$ cat config.mk
export PLATFORM = sky130hd
export DESIGN_NAME = pc_redirect_unit_flat
export DESIGN_NICKNAME = d
export VERILOG_FILES = /design/src/rtl/pc_redirect_unit_if.sv /design/src/rtl/pc_redirect_unit.sv /design/src/flat_wrapper.sv
export SDC_FILE = /design/constraint.sdc
export NUM_CORES = 1
export LEC_CHECK = 0
export BUFFER_PORTS_ARGS = -buffer_cell sky130_fd_sc_hd__clkbuf_2
export CORE_MARGIN = 2
export CORE_UTILIZATION = 59
export DETAILED_ROUTE_END_ITERATION = 8
export PLACE_DENSITY = 0.95
export SYNTH_ARGS = -nofsm -noshare
export SYNTH_HDL_FRONTEND = slang
export SYNTH_SLANG_ARGS = --single-unit
$ cat constraint.sdc
create_clock -name clk -period 6 [get_ports clk]
set_input_delay 0.6 -clock clk [delete_from_list [all_inputs] [get_ports clk]]
set_output_delay 0.6 -clock clk [all_outputs]
set_load 0.005 [all_outputs]
$ cat src/rtl/pc_redirect_unit_if.sv
// pc_redirect_unit_if: fetch request bundle between the PC unit
// (master) and the instruction memory port (slave).
interface pc_redirect_unit_if;
    logic [31:0] pc_f;
    logic [31:0] pc8_f;
    logic        if_req;
    logic        if_ready;
    logic        redirect;

    modport master (
        output pc_f, pc8_f, if_req, redirect,
        input  if_ready
    );

    modport slave (
        input  pc_f, pc8_f, if_req, redirect,
        output if_ready
    );
endinterface

$ cat src/rtl/pc_redirect_unit.sv
// pc_redirect_unit: fetch PC register applying D-stage branch/jump redirects.
// Define PC_REDIRECT_EXC_EN to add the exc_req port (jump to EXC_VEC).
module pc_redirect_unit #(
    parameter logic [31:0] RESET_PC = 32'h0000_3000,
    parameter logic [31:0] EXC_VEC  = 32'h0000_4180
) (
    input  logic        clk,
    input  logic        reset,
    input  logic        stall,
    input  logic        br_en,
    input  logic        br_taken,
    input  logic [31:0] pc_d,
    input  logic [15:0] imm16_d,
    input  logic        j_en,
    input  logic [25:0] j_index,
    input  logic        jr_en,
    input  logic [31:0] jr_target,
`ifdef PC_REDIRECT_EXC_EN
    input  logic        exc_req,
`endif
    pc_redirect_unit_if.master fetch
);

    typedef enum logic [1:0] {
        BOOT = 2'd0,
        RUN  = 2'd1,
        WAIT = 2'd2
    } state_t;

    state_t      state;
    logic [31:0] pc_q;
    logic [31:0] pend_pc;
    logic        pend_valid;
    logic        req_q;
    logic        red_q;

    logic        sel_hit;
    logic [31:0] sel_pc;
    logic [31:0] br_tgt;
    logic [31:0] j_tgt;
    logic        take_exc;

    assign br_tgt = pc_d + 32'd4
                  + {{14{imm16_d[15]}}, imm16_d, 2'b00};
    assign j_tgt  = {pc_d[31:28], j_index, 2'b00};

`ifdef PC_REDIRECT_EXC_EN
    assign take_exc = exc_req;
`else
    logic unused_exc_vec;
    assign unused_exc_vec = ^EXC_VEC;
    assign take_exc = 1'b0;
`endif

    // Overlapping enables are illegal but still resolve by priority.
    always_comb begin
        sel_hit = 1'b1;
        sel_pc  = jr_target;
        if (jr_en) begin
            sel_pc = jr_target;
        end else if (j_en) begin
            sel_pc = j_tgt;
        end else if (br_en && br_taken) begin
            sel_pc = br_tgt;
        end else begin
            sel_hit = 1'b0;
            sel_pc  = pc_q + 32'd4;
        end
    end

    always_ff @(posedge clk or negedge reset) begin
        if (!reset) begin
            state      <= BOOT;
            pc_q       <= RESET_PC;
            pend_pc    <= '0;
            pend_valid <= 1'b0;
            req_q      <= 1'b0;
            red_q      <= 1'b0;
        end else if (take_exc) begin
            state      <= RUN;
            pc_q       <= EXC_VEC;
            pend_valid <= 1'b0;
            req_q      <= 1'b1;
            red_q      <= 1'b1;
        end else begin
            red_q <= 1'b0;
            unique case (state)
                BOOT: begin
                    state <= RUN;
                    req_q <= 1'b1;
                end
                RUN: begin
                    if (fetch.if_ready) begin
                        // A stalled D re-presents its redirect next cycle.
                        if (!stall) begin
                            pc_q  <= sel_pc;
                            red_q <= sel_hit;
                        end
                    end else if (sel_hit) begin
                        pend_pc    <= sel_pc;
                        pend_valid <= 1'b1;
                        state      <= WAIT;
                    end
                end
                WAIT: begin
                    if (fetch.if_ready && !stall && pend_valid) begin
                        pc_q       <= pend_pc;
                        pend_valid <= 1'b0;
                        red_q      <= 1'b1;
                        state      <= RUN;
                    end
                end
                default: begin
                    state <= BOOT;
                end
            endcase
        end
    end

    assign fetch.pc_f     = pc_q;
    assign fetch.pc8_f    = pc_q + 32'd8;
    assign fetch.if_req   = req_q;
    assign fetch.redirect = red_q;

endmodule

$ cat src/flat_wrapper.sv
// flat-port wrapper written by rule: the top's interface ports become plain ports
module pc_redirect_unit_flat 
#(
    parameter logic [31:0] RESET_PC = 32'h0000_3000,
    parameter logic [31:0] EXC_VEC  = 32'h0000_4180
)
  (clk, reset, stall, br_en, br_taken, pc_d, imm16_d, j_en, j_index, jr_en, jr_target, fetch_pc_f, fetch_pc8_f, fetch_if_req, fetch_redirect, fetch_if_ready);
  pc_redirect_unit_if fetch_i ();
  input  logic clk;
  input  logic reset;
  input  logic stall;
  input  logic br_en;
  input  logic br_taken;
  input  logic [31:0] pc_d;
  input  logic [15:0] imm16_d;
  input  logic j_en;
  input  logic [25:0] j_index;
  input  logic jr_en;
  input  logic [31:0] jr_target;
  output wire logic [$bits(fetch_i.pc_f)-1:0] fetch_pc_f;
  output wire logic [$bits(fetch_i.pc8_f)-1:0] fetch_pc8_f;
  output wire logic [$bits(fetch_i.if_req)-1:0] fetch_if_req;
  output wire logic [$bits(fetch_i.redirect)-1:0] fetch_redirect;
  input wire logic [$bits(fetch_i.if_ready)-1:0] fetch_if_ready;
  assign fetch_pc_f = fetch_i.pc_f;
  assign fetch_pc8_f = fetch_i.pc8_f;
  assign fetch_if_req = fetch_i.if_req;
  assign fetch_redirect = fetch_i.redirect;
  assign fetch_i.if_ready = fetch_if_ready;
  pc_redirect_unit #(.RESET_PC(RESET_PC), .EXC_VEC(EXC_VEC)) u_core (.clk(clk), .reset(reset), .stall(stall), .br_en(br_en), .br_taken(br_taken), .pc_d(pc_d), .imm16_d(imm16_d), .j_en(j_en), .j_index(j_index), .jr_en(jr_en), .jr_target(jr_target), .fetch(fetch_i));
endmodule
# [Yosys cells after proc, flatten, opt, wreduce, memory -nomap -nowiden]
# Cells that the tools add are included.
[word_totals] inputBits=114 register_bits=69 wordCells=50 out_inout_bits=66
[op_classes] muxes=22 bitwise=1 n_reduce_logical=10 n_addsub=4 n_eq_ne=7
[ops] op="$mux 32" n=6
[ops] op="$add 32x3->32 const B" n=2
[ops] op="$pmux 32 s2" n=1
[ops] op="$add 32x32->32" n=1
[ops] op="$add 32x4->32 const B" n=1
[ops] op="$mux 1" n=9
[ops] op="$reduce_and 4->1" n=2
[ops] op="$mux 2" n=3
[ops] op="$ne 2x2->1 const B" n=3
[ops] op="$pmux 2 s3" n=1
[ops] op="$reduce_and 3->1" n=2
[ops] op="$ne 2x1->1 const B" n=2
[ops] op="$pmux 1 s2" n=2
[ops] op="$logic_and 1x1->1" n=3
[ops] op="$eq 2x1->1 const B" n=1
[ops] op="$eq 2x2->1 const B" n=1
[ops] op="$logic_not 2->1" n=1
[ops] op="$reduce_bool 2->1" n=1
[ops] op="$logic_not 1->1" n=1
[ops] op="$not 1->1" n=1

# [Depth between registers and ports, before layout]
[logic_depth] word_depth=8 mapped_depth=13 ltp_nobuf=13

# [Least setup slack after synthesis]
# No wires, ideal clock.
[synth_timing] path_kind="in2reg" from="input port pc_d[3]" to="register u_core.pc_q[17], in the netlist u_core.fetch.pc_f[17]" arrival_time_ps=3055 stages=11 path_slack_ps=2812 cell_sequence="ha_1 > ha_1 > fa_1 > a21o_1 > a221oi_2 > o21ai_2 > a31oi_4 > xor2_1 > mux2i_1 > a222oi_1 > o21ai_1"
[synth_between] elab_chain_len=8
[synth_rtl] item="start: declaration" line_no="flat_wrapper.sv:14" text="input logic [31:0] pc_d;"
[synth_rtl] item="$add 32x3->32" line_no="pc_redirect_unit.sv:43" text="assign br_tgt = pc_d + 32'd4"
[synth_rtl] item="$add 32x32->32" line_no="pc_redirect_unit.sv:44" text="+ {{14{imm16_d[15]}}, imm16_d, 2'b00};"
[synth_rtl] item="$mux 32" line_no="pc_redirect_unit.sv:63" text="end else if (br_en && br_taken) begin"
[synth_rtl] item="$mux 32" line_no="pc_redirect_unit.sv:61" text="end else if (j_en) begin"
[synth_rtl] item="$mux 32" line_no="pc_redirect_unit.sv:59" text="if (jr_en) begin"
[synth_rtl] item="$mux 32" line_no="pc_redirect_unit.sv:95" text="if (!stall) begin"
[synth_rtl] item="$mux 32" line_no="pc_redirect_unit.sv:93" text="if (fetch.if_ready) begin"
[synth_rtl] item="$pmux 32 s2" line_no="pc_redirect_unit.sv:87" text="unique case (state)"
[synth_rtl] item="end signal: assignment" line_no="pc_redirect_unit.sv:96" text="pc_q <= sel_pc;"
[synth_rtl] item="end signal: assignment" line_no="pc_redirect_unit.sv:107" text="pc_q <= pend_pc;"
[synth_rtl] item="end: declaration" line_no="pc_redirect_unit.sv:31" text="logic [31:0] pc_q;"
# No other way between the ends. The select of a mux whose other input is x is not followed.
# A chain may end at the register's enable or synchronous reset.

# [Worst setup path after layout]
[layout_timing] from="register u_core.pc_q[5], in the netlist u_core.fetch.pc_f[5]" to="output port fetch_pc8_f[30]"
[layout_between] elab_chain_len=1
[layout_rtl] item="$add 32x4->32" line_no="pc_redirect_unit.sv:121" text="assign fetch.pc8_f = pc_q + 32'd8;"
[layout_rtl] item="end: declaration" line_no="flat_wrapper.sv:21" text="output wire logic [$bits(fetch_i.pc8_f)-1:0] fetch_pc8_f;"
# No other way between the ends.

==> summary.md <==
| Metric | Value |
|---|---|
| Status | `finished with violations` |
| Failing checks | `design-rule violations` |
| Syn Nets | `1,075` |
| Asr flop ratio synth | `100%` |
| WS Path Type | `reg2out` |
| Final core utilization | `71.3%` |
| Die height | `113 um` |
| Total power | `3230 uW` |
| Power Density | `394 nW/um2` |
| Routed WL per cell | `19.1 um` |
| Reg clk slew, reported paths | `0.06 ns` |
| Startpoint type of the worst setup path | `flop` |
| Clk buf depth | `2` |
| Die width | `113 um` |
| RSZ-0062 raised after global routing | `no` |
| TNS Setup | `0 ns` |
| Switching power | `1540 uW` |
| Most common flop cell mapped by yosys | `dfrtp_1` |
| GRT Overall Usage | `35.3%` |
| Area Growth Syn to Fin | `16.5%` |
| Via count | `7,743` |
| Buffers & Inverters on Critical Path | `1` |
| Clk_skew | `0.00855 ns` |
| Cell accounting for the most synthesized area | `dfrtp_1` |
| Sequential cell area fraction in the yosys report | `24.6%` |
| Starting Density | `61.1%` |
| Top-count cell post-synth | `nand2_1` |
| Fmax | `302 MHz` |
| Netlist cell types | `81` |
| First-pass GRT wire length | `36,300 um` |
| N_diodes | `0` |
| Flop pwr share | `31.3%` |
| Sw Share | `47.7%` |
| Layout cells sized above 1 | `22.6%` |
| Worst Hold Class | `in2async` |
| Worst IR Drop VDD | `193 uV` |
| DRC Markers | `13` |
| Rel. slew slack | `36.8%` |
| Core Area | `11,500 um2` |
| Post-synth EDFFs | `0` |
| Total Die Area | `12,800 um2` |
| Post-cts resize count | `0` |
| Clock buffer count from CTS | `9` |
| FF-to-FF End | `u_core.pend_pc[20]$_DFFE_PN0P_` |
| Vias in the first global route | `7,124` |
| Initial antenna violation count | `0` |
| Clk sink count | `69` |
| Worst setup EP type | `output port` |
| Crit-path leading delay family | `simple AND/OR/NAND/NOR gates` |
| Power Internal | `1690 uW` |
| Largest net degree at the start of global routing | `70` |
| Logic pwr share | `52.2%` |
| Worst r2r path cells | `9` |
| Synthesized area | `7040 um2` |
| Final #Nets | `1,214` |
| Via/cell ratio | `6.53` |
| Placement Setup Slack | `2.47 ns` |
| Row Count | `39` |
| TritonCTS clock tree | `yes` |
| Post-synth top area share | `23.8%` |
| Post-Route WL | `22,600 um` |
| Max Fanout on Critical Path | `11` |
| Most frequent cells after synthesis | `nand2_1 (109), a21oi_1 (71), dfrtp_1 (67), nor2_1 (67), o21ai_0 (63)` |
| GP Congestion | `0.954` |
| DRT Pass-1 Iters | `9` |
| Initial DRC Count | `1,151` |
| Worst EP required | `5.40 ns` |
| Fin crit period | `3.31 ns` |
| Final Setup Violations | `0` |
| Period Utilization, post-route | `55.2%` |
| GR Overflow Total | `0` |
| Layout fillers | `913` |
| RR Startpoint | `u_core.fetch.pc_f[2]$_DFFE_PN0P_` |
| # IOs | `180` |
| CTS root buffer | `clkbuf_16` |
| R2R Setup Slk | `2.89 ns` |
| Setup WS post-layout | `2.69 ns` |
| H-tree levels | `3` |
| Gate Count Post-Synth | `898` |
| Syn avg cell area | `7.84 um2` |
| Port Buf Inserts | `179` |
| CP peak stage delay | `0.60 ns` |
| Worst path cell trace | `nand3_1 > nor2_1 > nand3_1 > nor2_1 > nand2_1 > nor2_1 > xor2_1 > clkbuf_2` |
| Critical Path AT | `2.71 ns` |
| Clock power share | `16.5%` |
| Max cap viols | `0` |
| Critical-path top delay cell | `dfrtp_1` |
| P_leak | `0.00388 uW` |
| Remaining antenna violation count | `0` |
| Slew @ Worst Pin | `0.947 ns` |
| Post-CTS Hold Fix Bufs | `0` |
| Slew Viols, Final | `0` |
| Post-DP HPWL | `16,700 um` |
| Cell mode on critical path | `nor2_1` |
| Fin. Hold Viols | `0` |
| Worst-Skew Late Latency | `0.35 ns` |
| Syn. warnings | `0` |
| Flops & latches, synth | `69` |
| Main area contributors after synthesis | `dfrtp_1 (24%), ha_1 (11%), nand2_1 (5.8%), a21oi_1 (5.0%), xor2_1 (4.9%)` |
| Setup Buffers After CTS | `0` |
-- area by class of cell --
class | instances | area (um2) | area share [%]
multi-input cells | 742 | 4940 | 60.2
flip-flops and latches | 69 | 1730 | 21.1
repair buffers | 188 | 963 | 11.7
clock buffers | 10 | 229 | 2.79
well taps | 143 | 179 | 2.18
inverters | 27 | 101 | 1.23
clock inverters | 6 | 63.8 | 0.778
-- per-stage QoR --
| stage | area (um2) | instances | hold slack (ns) |
|---|---|---|---|
| 3_3_place_gp | 7910 | 1169 | 0.449 |
| 6_report | 8210 | 1185 | 0.468 |
| 2_1_floorplan | 7040 | 898 | 0.304 |
| 4_1_cts | 8210 | 1185 | 0.467 |
| 5_1_grt | 8210 | 1185 | 0.491 |
| 3_5_place_dp | 7910 | 1169 | 0.453 |
-- flip-flops by register name (all words and copies together) (netlist names) --
| name | count |
|---|---|
| u_core.fetch.pc_f | 32 |
| u_core.pend_pc | 32 |
| u_core.state | 2 |
| u_core.fetch.if_req | 1 |
| u_core.fetch.redirect | 1 |
| u_core.pend_valid | 1 |
-- power by group through the flow --
stage | registers, uW | clock network (uW) | logic [uW]
floorplan | 849 | 0 | 1220
global placement | 987 | 0 | 1590
detailed placement | 997 | 0 | 1630
CTS | 993 | 527 | 1650
global route | 1030 | 546 | 1850
finish | 1010 | 533 | 1690
-- how the worst max path moves through the flow --
stage | cells past startpoint | from | end
after floorplan | 11 | pc_d[3] | u_core.fetch.pc_f[17]$_DFFE_PN0P_
after global placement | 12 | pc_d[3] | u_core.fetch.pc_f[23]$_DFFE_PN0P_
after detailed placement | 12 | pc_d[3] | u_core.fetch.pc_f[23]$_DFFE_PN0P_
after CTS | 8 | u_core.fetch.pc_f[5]$_DFFE_PN0P_ | fetch_pc8_f[30]
after global routing | 8 | u_core.fetch.pc_f[5]$_DFFE_PN0P_ | fetch_pc8_f[30]
final | 8 | u_core.fetch.pc_f[5]$_DFFE_PN0P_ | fetch_pc8_f[30]
-- layout by cell type (no fill, tap or decap), types with 9 or more instances in the layout --
master,Yosys,final
a31oi_1,10,10
dfrtp_1,67,67
o21a_1,12,12
o21ai_1,24,24
a21o_1,14,14
ha_1,62,62
inv_1,25,25
and2_1,9,9
buf_4,6,9
nand3_1,26,26
xor2_1,39,39
nor3_1,24,24
o21ai_0,63,63
nand2_1,109,109
and3_1,21,21
clkbuf_2,0,178
nor2_1,67,67
nand4_1,13,13
a21oi_1,71,71
clkbuf_16,0,9
o211ai_1,12,12
a211oi_1,9,9
xnor2_1,33,33
-- kinds of logic after synthesis --
kind of cell | share of synthesized area, %
AO/OA/AOI/OAI | 26.4
XOR/XNOR | 8.96
flip-flops | 24.6
adder cells (fa/ha/maj) | 11.3
buffers and inverters | 5.28
multiplexers | 0.995
AND/OR/NAND/NOR | 22.5
-- per-layer routing --
metal | GRT usage [%] | share of wire [%] | up-vias
li1 | - | - | 3540
met1 | 47.9 | 40 | 3536
met2 | 54.9 | 44 | 566
met3 | 7.50 | 12 | 101
met4 | 14.6 | 4.4 | 0
met5 | 0 | 0 | -
Power figures use the tool's default switching activity.
